**src/rtl/fetch_pkg.sv**
```systemverilog
// Shared types and constants for the dual-issue fetch sequencer.
package fetch_pkg;

  localparam int INST_W = 32;
  localparam logic [31:0] DEFAULT_RESET_PC = 32'h1c00_0000;

  typedef enum logic [1:0] {
    IDLE,
    REQ,
    WAIT
  } fetch_state_t;

  typedef struct packed {
    logic [INST_W-1:0] pc1;
    logic [INST_W-1:0] pc2;
    logic [INST_W-1:0] inst1;
    logic [INST_W-1:0] inst2;
    logic              v2;
    logic              br1;
    logic              br2;
  } fetch_pair_t;

endpackage

```
**src/rtl/fetch_npc.sv**
```systemverilog
// Next-PC priority mux: flush > branch unit > predictor > sequential.
module fetch_npc
  import fetch_pkg::*;
#(
  parameter int PC_W = 32
) (
  input  logic [PC_W-1:0] pc_r,
  input  logic            flush,
  input  logic [PC_W-1:0] flush_pc,
  input  logic            bru,
  input  logic [PC_W-1:0] bru_target,
  input  logic            bp_taken,
  input  logic            bp_slot,
  input  logic [PC_W-1:0] bp_target,
  output logic            redirect,
  output logic [PC_W-1:0] redirect_pc,
  output logic [PC_W-1:0] npc,
  output logic            v2,
  output logic            br1,
  output logic            br2
);

  localparam logic [PC_W-1:0] ALIGN = ~PC_W'(3);

  logic            slot1_taken;
  logic [PC_W-1:0] seq_pc;

  always_comb begin
    slot1_taken = bp_taken && !bp_slot;
    v2          = !pc_r[2] && !slot1_taken;
    br1         = slot1_taken;
    br2         = bp_taken && bp_slot && v2;
    // Blocks stop at the 8-byte boundary, so odd-word PCs step by 4.
    seq_pc      = pc_r + (pc_r[2] ? PC_W'(4) : PC_W'(8));
    redirect    = flush || bru;
    if (flush) begin
      redirect_pc = flush_pc & ALIGN;
    end else if (bru) begin
      redirect_pc = bru_target & ALIGN;
    end else begin
      redirect_pc = '0;
    end
    if (redirect) begin
      npc = redirect_pc;
    end else if (bp_taken) begin
      npc = bp_target & ALIGN;
    end else begin
      npc = seq_pc;
    end
  end

endmodule

```
**src/rtl/fetch_ctrl.sv**
```systemverilog
// Fetch sequencer: owns the fetch PC, runs the I-cache handshake
// and delivers instruction pairs, dropping responses made stale.
module fetch_ctrl
  import fetch_pkg::*;
#(
  parameter logic [31:0] RESET_PC = DEFAULT_RESET_PC,
  parameter int          PC_W     = 32
) (
  input  logic            clk,
  input  logic            rst,
  output logic            icache_req_o,
  output logic [PC_W-1:0] icache_pc_1_o,
  output logic [PC_W-1:0] icache_pc_2_o,
  input  logic            icache_addr_ok_i,
  input  logic            icache_data_ok_i,
  input  logic [PC_W-1:0] icache_inst_1_i,
  input  logic [PC_W-1:0] icache_inst_2_i,
  input  logic            bp_taken_i,
  input  logic            bp_slot_i,
  input  logic [PC_W-1:0] bp_target_i,
  input  logic            bru_redirect_i,
  input  logic [PC_W-1:0] bru_target_i,
  input  logic            flush_i,
  input  logic [PC_W-1:0] flush_pc_i,
  input  logic            ib_full_i,
  output logic            fetch_valid_o,
  output logic            fetch_valid_2_o,
  output logic [PC_W-1:0] fetch_pc_1_o,
  output logic [PC_W-1:0] fetch_pc_2_o,
  output logic [PC_W-1:0] fetch_inst_1_o,
  output logic [PC_W-1:0] fetch_inst_2_o,
  output logic            fetch_br_1_o,
  output logic            fetch_br_2_o,
  output logic            if_flush_o
);

  fetch_state_t    state, state_n;
  logic [PC_W-1:0] pc_r, pc_n;
  logic            discard, discard_n;
  logic            accept, deliver;

  logic [PC_W-1:0] req_pc;
  logic            v2_q, br1_q, br2_q;
  fetch_pair_t     pair_q;
  logic            valid_q;

  logic            redirect;
  logic [PC_W-1:0] redirect_pc, npc;
  logic            v2, br1, br2;

  fetch_npc #(.PC_W(PC_W)) u_npc (
    .pc_r        (pc_r),
    .flush       (flush_i),
    .flush_pc    (flush_pc_i),
    .bru         (bru_redirect_i),
    .bru_target  (bru_target_i),
    .bp_taken    (bp_taken_i),
    .bp_slot     (bp_slot_i),
    .bp_target   (bp_target_i),
    .redirect    (redirect),
    .redirect_pc (redirect_pc),
    .npc         (npc),
    .v2          (v2),
    .br1         (br1),
    .br2         (br2)
  );

  always_comb begin
    state_n      = state;
    pc_n         = pc_r;
    discard_n    = discard;
    accept       = 1'b0;
    deliver      = 1'b0;
    icache_req_o = 1'b0;
    unique case (state)
      IDLE: begin
        if (redirect) pc_n = redirect_pc;
        if (!ib_full_i) state_n = REQ;
      end
      REQ: begin
        icache_req_o = 1'b1;
        if (icache_addr_ok_i) begin
          accept    = 1'b1;
          pc_n      = npc;
          discard_n = redirect;
          state_n   = WAIT;
        end else if (redirect) begin
          pc_n = redirect_pc;
        end
      end
      WAIT: begin
        if (redirect) pc_n = redirect_pc;
        if (icache_data_ok_i) begin
          // A redirect on the return cycle drops the data directly.
          deliver   = !discard && !redirect;
          discard_n = 1'b0;
          state_n   = ib_full_i ? IDLE : REQ;
        end else if (redirect) begin
          discard_n = 1'b1;
        end
      end
      default: state_n = IDLE;
    endcase
  end

  always_ff @(posedge clk) begin
    if (!rst) begin
      state   <= IDLE;
      pc_r    <= RESET_PC;
      discard <= 1'b0;
      req_pc  <= '0;
      v2_q    <= 1'b0;
      br1_q   <= 1'b0;
      br2_q   <= 1'b0;
      pair_q  <= '0;
      valid_q <= 1'b0;
    end else begin
      state   <= state_n;
      pc_r    <= pc_n;
      discard <= discard_n;
      valid_q <= deliver;
      if (accept) begin
        req_pc <= pc_r;
        v2_q   <= v2;
        br1_q  <= br1;
        br2_q  <= br2;
      end
      if (deliver) begin
        pair_q <= '{
          pc1:   req_pc,
          pc2:   req_pc + PC_W'(4),
          inst1: icache_inst_1_i,
          inst2: icache_inst_2_i,
          v2:    v2_q,
          br1:   br1_q,
          br2:   br2_q
        };
      end else begin
        pair_q.v2  <= 1'b0;
        pair_q.br1 <= 1'b0;
        pair_q.br2 <= 1'b0;
      end
    end
  end

  assign icache_pc_1_o   = pc_r;
  assign icache_pc_2_o   = pc_r + PC_W'(4);
  assign fetch_valid_o   = valid_q;
  assign fetch_valid_2_o = pair_q.v2;
  assign fetch_pc_1_o    = pair_q.pc1;
  assign fetch_pc_2_o    = pair_q.pc2;
  assign fetch_inst_1_o  = pair_q.inst1;
  assign fetch_inst_2_o  = pair_q.inst2;
  assign fetch_br_1_o    = pair_q.br1;
  assign fetch_br_2_o    = pair_q.br2;
  assign if_flush_o      = flush_i || bru_redirect_i;

endmodule

```
**config.mk**
```make
export PLATFORM = sky130hd
export DESIGN_NAME = fetch_ctrl
export DESIGN_NICKNAME = d
export VERILOG_FILES = /design/src/rtl/fetch_pkg.sv /design/src/rtl/fetch_npc.sv /design/src/rtl/fetch_ctrl.sv
export SDC_FILE = /design/constraint.sdc
export NUM_CORES = 1
export LEC_CHECK = 0
export CORE_UTILIZATION = 50
export CTS_BUF_LIST = sky130_fd_sc_hd__clkbuf_4
export DETAILED_ROUTE_END_ITERATION = 8
export PLACE_DENSITY = 0.95
export SYNTH_ARGS = -nofsm -noshare
export SYNTH_HDL_FRONTEND = slang
export SYNTH_SLANG_ARGS = --single-unit
```
**constraint.sdc**
```tcl
create_clock -name clk -period 4 [get_ports clk]
set_input_delay 0.8 -clock clk [delete_from_list [all_inputs] [get_ports clk]]
set_output_delay 0.8 -clock clk [all_outputs]
set_load 0.05 [all_outputs]
```
# Yosys cells after proc, flatten, opt, wreduce, memory -nomap -nowiden
# Cells that the tools add are included.
[op_classes]
add_sub_neg = 3
eq_ne = 6
mux = 22
reduce_logical = 18
[ops]
columns = ["op", "n"]
rows = [
  ["32-bit 2-to-1 mux", 6],
  ["32-bit by 3-bit adder with 32-bit output, second input constant", 2],
  ["32-bit one-hot mux with 2 select lines", 1],
  ["32-bit adder", 1],
  ["1-bit 2-to-1 mux", 9],
  ["2-bit 2-to-1 mux", 3],
  ["2-bit != test, second input constant", 3],
  ["2-bit one-hot mux with 3 select lines", 1],
  ["3-bit AND reduction", 2],
  ["1-bit logical AND", 5],
  ["1-bit zero test", 5],
  ["4-bit 2-to-1 mux", 1],
  ["2-bit nonzero test", 2],
  ["3-bit != test, second input constant", 1],
  ["2-bit by 1-bit equality test with 1-bit output, second input constant", 1],
  ["2-bit equality test, second input constant", 1],
  ["2-bit zero test", 1],
  ["1-bit one-hot mux with 2 select lines", 1],
  ["2-bit AND reduction", 1],
  ["2-bit OR reduction", 1],
  ["1-bit logical OR", 1],
]
[word_totals]
ff_bits = 202
inputBits = 169
output_inout_bits = 198
elab_cells = 64

# Longest topological paths before layout
# Gate-level depths: netlist of run 1.
[logic_depth]
word_depth = 6
depth_mapped = 9
mapped_depth_nobuf = 7

# Modules after synthesis
# From an unflattened synthesis of run 1, not the netlist that was laid out.
[hier_totals]
hier_cells = 1296
area_unflattened_um2 = 9814.4
[by_module_without_submodules]
columns = ["module", "n_inst", "cells_each", "area_each_um2", "seq_area_each_um2"]
rows = [
  ["fetch_ctrl", 1, 1080, 8389.3, 4003.8],
  ["fetch_npc", 1, 216, 1425.1, 0.0],
]

# Least setup slack after synthesis of run 1
# No wires, ideal clock.
[synth_path]
path_type = "register to output"
startpoint = "reg pc_r[3] (netlist: icache_pc_1_o[3])"
endpoint = "out icache_pc_2_o[26]"
arrival_ns = 2.713
required_time_ns = 3.200
path_slack_ns = 0.487
path_stages_with_launch = 6
path_buffers = 0
cell_sequence = "dfxtp_1 ha_1 nand3_2 or4_4 nor2_1 xor2_1"
[synth_via]
elab_chain_cells = 1
[synth_rtl]
columns = ["item", "line", "rtl"]
rows = [
  ["start: declaration", "fetch_ctrl.sv:38", "logic [PC_W-1:0] pc_r, pc_n;"],
  ["start signal: assignment", "fetch_ctrl.sv:119", "pc_r <= pc_n;"],
  ["32-bit by 3-bit adder with 32-bit output", "fetch_ctrl.sv:147", "assign icache_pc_2_o = pc_r + PC_W'(4);"],
  ["end: declaration", "fetch_ctrl.sv:13", "output logic [PC_W-1:0] icache_pc_2_o,"],
]
# Every way passes these cells.

# Worst setup path in the final report of run 1
[layout_path]
startpoint = "reg pc_r[3] (netlist: icache_pc_1_o[3])"
endpoint = "out icache_pc_2_o[12]"
# The elaborated chain is that of the path after synthesis.

==> results of run 1 <==
cells in the mapped netlist, types with 4 or more instances:
master	instances	area share
a221o_1	4	0.0040
a221oi_1	7	0.0062
clkbuf_1	68	0.026
o31ai_1	7	0.0053
buf_4	10	0.0076
nand2_1	308	0.12
and3_1	9	0.0057
xnor2_1	41	0.036
nor2b_1	7	0.0044
a21o_1	5	0.0038
a211oi_1	14	0.011
a22oi_1	12	0.0091
a21oi_1	185	0.094
a21boi_0	6	0.0045
dfxtp_1	200	0.40
o211ai_1	7	0.0053
o22ai_1	9	0.0057
buf_2	36	0.018
nor4_1	6	0.0038
xor2_1	23	0.020
nand4_1	22	0.014
buf_1	5	0.0019
nand2b_1	14	0.0088
nand3b_1	5	0.0038
and2_1	8	0.0051
and4_1	12	0.011
nor3_1	27	0.014
nor2_1	61	0.023
nand3_1	29	0.015
mux2i_1	5	0.0051
a31oi_1	10	0.0063
o21ai_0	52	0.026
inv_1	20	0.0076
flip-flops by register name (all words and copies together) (netlist names), 2 cells and up:
| register | flops |
|---|---|
| icache_pc_1_o | 32 |
| req_pc | 32 |
| state | 2 |
| fetch_inst_2_o | 32 |
| fetch_pc_2_o | 30 |
| fetch_inst_1_o | 32 |
| fetch_pc_1_o | 32 |
final timing paths:
check / startpoint / slack [ns] / end
worst max-delay path: icache_pc_1_o[3] / 0.20 / icache_pc_2_o[12]
worst min register to register: fetch_pc_1_o[26] / 0.46 / fetch_pc_1_o[26]
worst min-delay path: fetch_pc_1_o[26] / 0.46 / fetch_pc_1_o[26]
worst max register to register: state[1] / 1.32 / fetch_pc_1_o[2]
area by class of cell:
cell class | instances | share of cell area
Inverter | 23 | 0.00641
Multi-Input combinational cell | 961 | 0.382
Timing Repair Buffer | 392 | 0.279
Tap cell | 265 | 0.0239
Clock buffer | 18 | 0.00975
Sequential cell | 200 | 0.289
Antenna cell | 1 | 0.000181
Clock inverter | 14 | 0.00984
cells by family after synthesis:
| logic type | synth area share |
|---|---|
| adders and majority gates | 0.00379 |
| muxes | 0.00506 |
| DFF | 0.404 |
| xor gates and xnor gates | 0.0566 |
| buffers and inverters | 0.0627 |
| and+or+nand+nor | 0.253 |
| AOI/OAI and AO/OA | 0.214 |
what timing repair did:
item                                    in CTS  in global routing
hold buffers                                 0                  0
resized for setup                            3                  5
endpoints found under the hold margin        0                  0
endpoints found under the setup margin       3                  7
power by group:
group	internal (mW)	switching, mW	leakage, nW
Sequential	2.04	0.0870	1.62
Clock	0.331	0.730	0.142
Combinational	0.376	0.536	2.98
layer usage:
layer | GRT usage | share of wire
met1 | 0.378 | 0.39
met2 | 0.532 | 0.48
met3 | 0.0741 | 0.091
met4 | 0.184 | 0.046
met5 | 0 | 0
worst min-delay path, stage by stage (launching register included):
cell and delay [ns]:
dfxtp_1 0.34, nand2_1 0.05, a21oi_1 0.05
stage by stage:
stage	worst slack, ns	hold slack (ns)	util
5_1_grt	0.0364	0.483	0.712
4_1_cts	0.00706	0.465	0.711
6_report	0.199	0.463	0.712
2_1_floorplan	0.487	0.432	-
3_5_place_dp	0.591	0.445	0.697
3_3_place_gp	0.604	0.439	0.697
==> flow_metrics.py, run 1 <==
metrics = {
    "clocking": {
        "cts_tree": "done",
        "clockBufferDepth": 2,
        "cts_buffers": 17,
        "htreeDepth": 4,
        "cts_setup_buffers": 0,
        "cts_root_buffer": "clkbuf_4",
        "insertion_delay_ns": 0.61,
        "clk_pin_slew_ns": 0.18,
        "cts.sinks": 200,
    },
    "worst_setup_path": {
        "worstPathArrival_ns": 3.00,
        "slowest_stage": "clkdlybuf4s50_1",
        "cp_data_required_time_ns": 3.20,
        "crit_chain": "ha_1, nand3_2, nor2_1, xor2_1, clkdlybuf4s50_1",
        "worstSetupStartpointType": "flop",
        "cp.depth": 5,
        "ff2ff_path_depth": 5,
        "crit_path_max_fanout": 8,
        "cpPeakStageDelay_ns": 0.86,
        "crit_family": "buffers and inverters",
        "critPathKind": "flop to output port",
        "crit_buf_inv": 1,
        "end_kind": "output port",
    },
    "logic_synthesis": {
        "yosysWarningCount": 0,
        "synthCells": 1304,
        "yosysSeqAreaShare": 0.404,
        "syn_area_per_cell_um2": 7.59,
        "synth-main-ff-cell": "dfxtp_1",
        "synth_cell_types": 76,
        "synth_nets": 1476,
        "async_reset_ff_frac": 0,
        "syn_area_mm2": 0.00990,
        "synth_seq_cells": 200,
        "synth_edf_count": 0,
    },
    "detailed_routing": {
        "ant_nets": 0,
        "firstDrtPassIters": 8,
        "routed_wl_um": 33200,
        "wl_per_cell_um": 17.7,
        "viasPerCell": 5.70,
        "route.detailed.drc": 0,
        "num_vias": 10700,
        "first_iter_violations": 960,
    },
    "die": {
        "fp.dieArea_mm2": 0.0204,
        "io-pin-count": 367,
        "initial_utilization": 0.509,
        "die_w_um": 143,
        "coreArea_mm2": 0.0195,
        "die_y_um": 143,
        "fp-row-count": 51,
    },
    "global_routing": {
        "antenna_found_initial": 1,
        "grt_max_degree": 153,
        "grt_pass1_vias": 9865,
        "gr-usage-all-layers": 0.320,
        "grt_pass1_wl_um": 50900,
        "overflow": 0,
    },
    "timing": {
        "rsz0062_at_grt": "false",
        "drv_slew": 0,
        "setup_viol": 0,
        "fin_crit_ns": 3.80,
        "hold_violations": 0,
        "finClkSkew_ns": 0.0319,
        "worst_pin_slew_ns": 0.919,
        "clock.fmax_mhz": 263,
        "tns_ns": 0,
        "finalCritPeriodShare": 0.950,
        "relSlewSlack": 0.387,
    },
    "final_layout": {
        "multi_input_area_mm2": 0.00529,
        "nFillCells": 1530,
        "register_area_mm2": 0.00400,
        "mostFrequentLayoutCells": "clkdlybuf4s50_1 (341), nand2_1 (308), dfxtp_1 (200)",
        "num-nets-final": 1767,
        "final_common_cell": "clkdlybuf4s50_1",
        "postLayoutCellArea_mm2": 0.0139,
        "synthToLayoutAreaGrowth_pct": 39.9,
        "fin_cells": 1874,
        "drive_gt1_frac": 0.0616,
    },
    "status": {
        "status": "finished, final reports clean",
    },
    "hold_path": {
        "worstHoldPathCells": 2,
        "min_path_type": "flop to flop",
    },
    "placement": {
        "dp_hpwl_um": 24200,
        "place_inst": 1841,
        "postPlaceCellArea_mm2": 0.0136,
        "place_congestion": 0.954,
        "io_buffer_count": 360,
    },
    "power_and_ir_drop": {
        "power.leakage_nw": 4.74,
        "powerDensity_mw_per_mm2": 296,
        "power.total_mw": 4.10,
        "peakVddDrop_uv": 164,
    },
    "run": {
        "drv_cap": 0,
    },
}
No activity file was read; power rests on OpenSTA's default activity.
==> inputs of run 2 (changes only) <==
--- a/config.mk
+++ b/config.mk
@@ -8,7 +8,7 @@
 export CORE_UTILIZATION = 50
 export CTS_BUF_LIST = sky130_fd_sc_hd__clkbuf_4
 export DETAILED_ROUTE_END_ITERATION = 8
-export PLACE_DENSITY = 0.95
+export PLACE_DENSITY = 0.93
 export SYNTH_ARGS = -nofsm -noshare
 export SYNTH_HDL_FRONTEND = slang
 export SYNTH_SLANG_ARGS = --single-unit
==> run 2 against run 1 <==
  * Non-clock buffer count increased by 4
  * Via count is 0.44% higher
  * Die area stayed put
  * Routed wire length increased by 0.71%
  * Final area rose by 0.29%
  * Hold slack got worse by 0.014 ns
  * Count of clock-buffer cells in the layout unchanged
  * Sequential cell count unchanged
  * Setup slack worse by 0.0064 ns
  * Sequential share of layout area down 0.083 points
  * Largest cell class unchanged
  * Highest routed layer unchanged
==> flow_metrics.py, run 2 (synthesis gave the netlist of run 1 again) <==
metrics = {
    "status": {
        "status": "finished, final reports clean",
    },
    "clocking": {
        "cts_tree": "done",
        "clk_pin_slew_ns": 0.18,
        "insertion_delay_ns": 0.58,
        "cts_hold_buf": 0,
        "cts_root_buffer": "clkbuf_4",
        "htreeDepth": 4,
        "cts_buffers": 17,
        "clockBufferDepth": 2,
        "cts.sinks": 200,
    },
    "hold_path": {
        "min_path_type": "flop to flop",
    },
    "timing": {
        "relSlewSlack": 0.408,
        "worst_pin_slew_ns": 0.888,
        "drv_slew": 0,
        "finClkSkew_ns": 0.0264,
        "rsz0062_at_grt": "false",
        "finalCritPeriodShare": 0.952,
        "clock.fmax_mhz": 263,
        "setup_viol": 0,
        "tns_ns": 0,
        "setup_slack_ns": 0.192,
        "fin_crit_ns": 3.81,
        "hold_violations": 0,
        "holdWs_ns": 0.450,
    },
    "detailed_routing": {
        "ant_nets": 0,
        "viasPerCell": 5.71,
        "wl_per_cell_um": 17.8,
        "firstDrtPassIters": 6,
        "num_vias": 10700,
        "first_iter_violations": 990,
        "route.detailed.drc": 0,
        "routed_wl_um": 33500,
    },
    "worst_setup_path": {
        "slowest_stage": "clkdlybuf4s50_1",
        "critPathKind": "flop to output port",
        "cp_data_required_time_ns": 3.20,
        "worstSetupStartpointType": "flop",
        "cpPeakStageDelay_ns": 0.82,
        "crit_path_max_fanout": 11,
        "worstPathArrival_ns": 3.01,
        "end_kind": "output port",
        "crit_chain": "and4_1, nand2_1, nor3_2, xnor2_1, clkdlybuf4s50_1",
    },
    "final_layout": {
        "drive_gt1_frac": 0.0645,
        "synthToLayoutAreaGrowth_pct": 40.3,
        "mostFrequentLayoutCells": "clkdlybuf4s50_1 (343), nand2_1 (308), dfxtp_1 (200)",
        "register_area_mm2": 0.00400,
        "nFillCells": 1537,
        "final_common_cell": "clkdlybuf4s50_1",
        "fin_cells": 1878,
        "postLayoutCellArea_mm2": 0.0139,
        "fin_util": 0.714,
        "num-nets-final": 1771,
        "multi_input_area_mm2": 0.00529,
    },
    "global_routing": {
        "antenna_found_initial": 1,
        "grt_pass1_vias": 9807,
        "grt_max_degree": 153,
        "gr-usage-all-layers": 0.317,
        "overflow": 0,
        "grt_pass1_wl_um": 50700,
    },
    "die": {
        "fp.dieArea_mm2": 0.0204,
        "coreArea_mm2": 0.0195,
        "fp-row-count": 51,
        "initial_utilization": 0.509,
        "die_w_um": 143,
        "die_y_um": 143,
        "io-pin-count": 367,
    },
    "power_and_ir_drop": {
        "peakVddDrop_uv": 160,
        "power.total_mw": 4.16,
        "power.leakage_nw": 4.75,
        "powerDensity_mw_per_mm2": 299,
    },
    "placement": {
        "place_inst": 1845,
        "dp_hpwl_um": 24600,
        "io_buffer_count": 360,
        "place_ws_ns": 0.577,
        "place_congestion": 0.921,
        "postPlaceCellArea_mm2": 0.0136,
    },
    "run": {
        "drv_cap": 0,
    },
}
## run 2: cell count changes in the layout (fill, tap and decap cells not counted)
cell | before | now
buf_4 | 40 | 45
inv_6 | 5 | 1
inv_8 | 2 | 5
clkdlybuf4s50_1 | 341 | 343
clkinv_4 | 1 | 3
buf_12 | 4 | 3
clkinv_1 | 1 | 0
clkinv_2 | 1 | 0
clkinv_8 | 0 | 1
dlygate4sd2_1 | 3 | 2
dlymetal6s2s_1 | 4 | 3
## run 2: worst paths after layout
check	to	startpoint	cells past startpoint	slack (ns)
max	icache_pc_2_o[15]	icache_pc_1_o[8]	5	0.19
min	fetch_pc_1_o[1]	req_pc[1]	2	0.45
max reg2reg	icache_pc_1_o[25]	icache_pc_1_o[2]	8	1.48
min reg2reg	fetch_pc_1_o[1]	req_pc[1]	2	0.45
## run 2: power breakdown
group	total (mW)	internal, mW	switching, mW
sequential	2.12	2.04	0.0752
combinational	0.930	0.379	0.552
clock	1.11	0.346	0.767
## run 2: final cells by class
cell class,instances,share of cell area
inverter,23,0.00639
clock buffer,18,0.00973
tap,265,0.0239
sequential,200,0.288
clock inverter,14,0.0115
antenna,1,0.000180
timing repair buffer,396,0.280
multi-input combinational,961,0.380
## run 2: what timing repair did
item,CTS,global route
resized for setup,2,4
buffers inserted,0,0
setup endpoints to repair,2,5
## run 2: layer usage
metal | global-route usage | part of all wire | vias up | wire, µm
li1 | - | - | 5104 | -
met1 | 0.389 | 0.40 | 4959 | 13200
met2 | 0.539 | 0.48 | 579 | 16200
met3 | 0.0597 | 0.086 | 80 | 2900
met4 | 0.143 | 0.035 | 0 | 1160
met5 | 0 | 0 | - | 0
## run 2: critical path: cells and delay by family, from the launching register on
family / cells / cell delay [ns]
and+or+nand+nor: 3 / 0.83
DFF: 1 / 0.62
xor gates and xnor gates: 1 / 0.16
buffers and inverters: 1 / 0.82
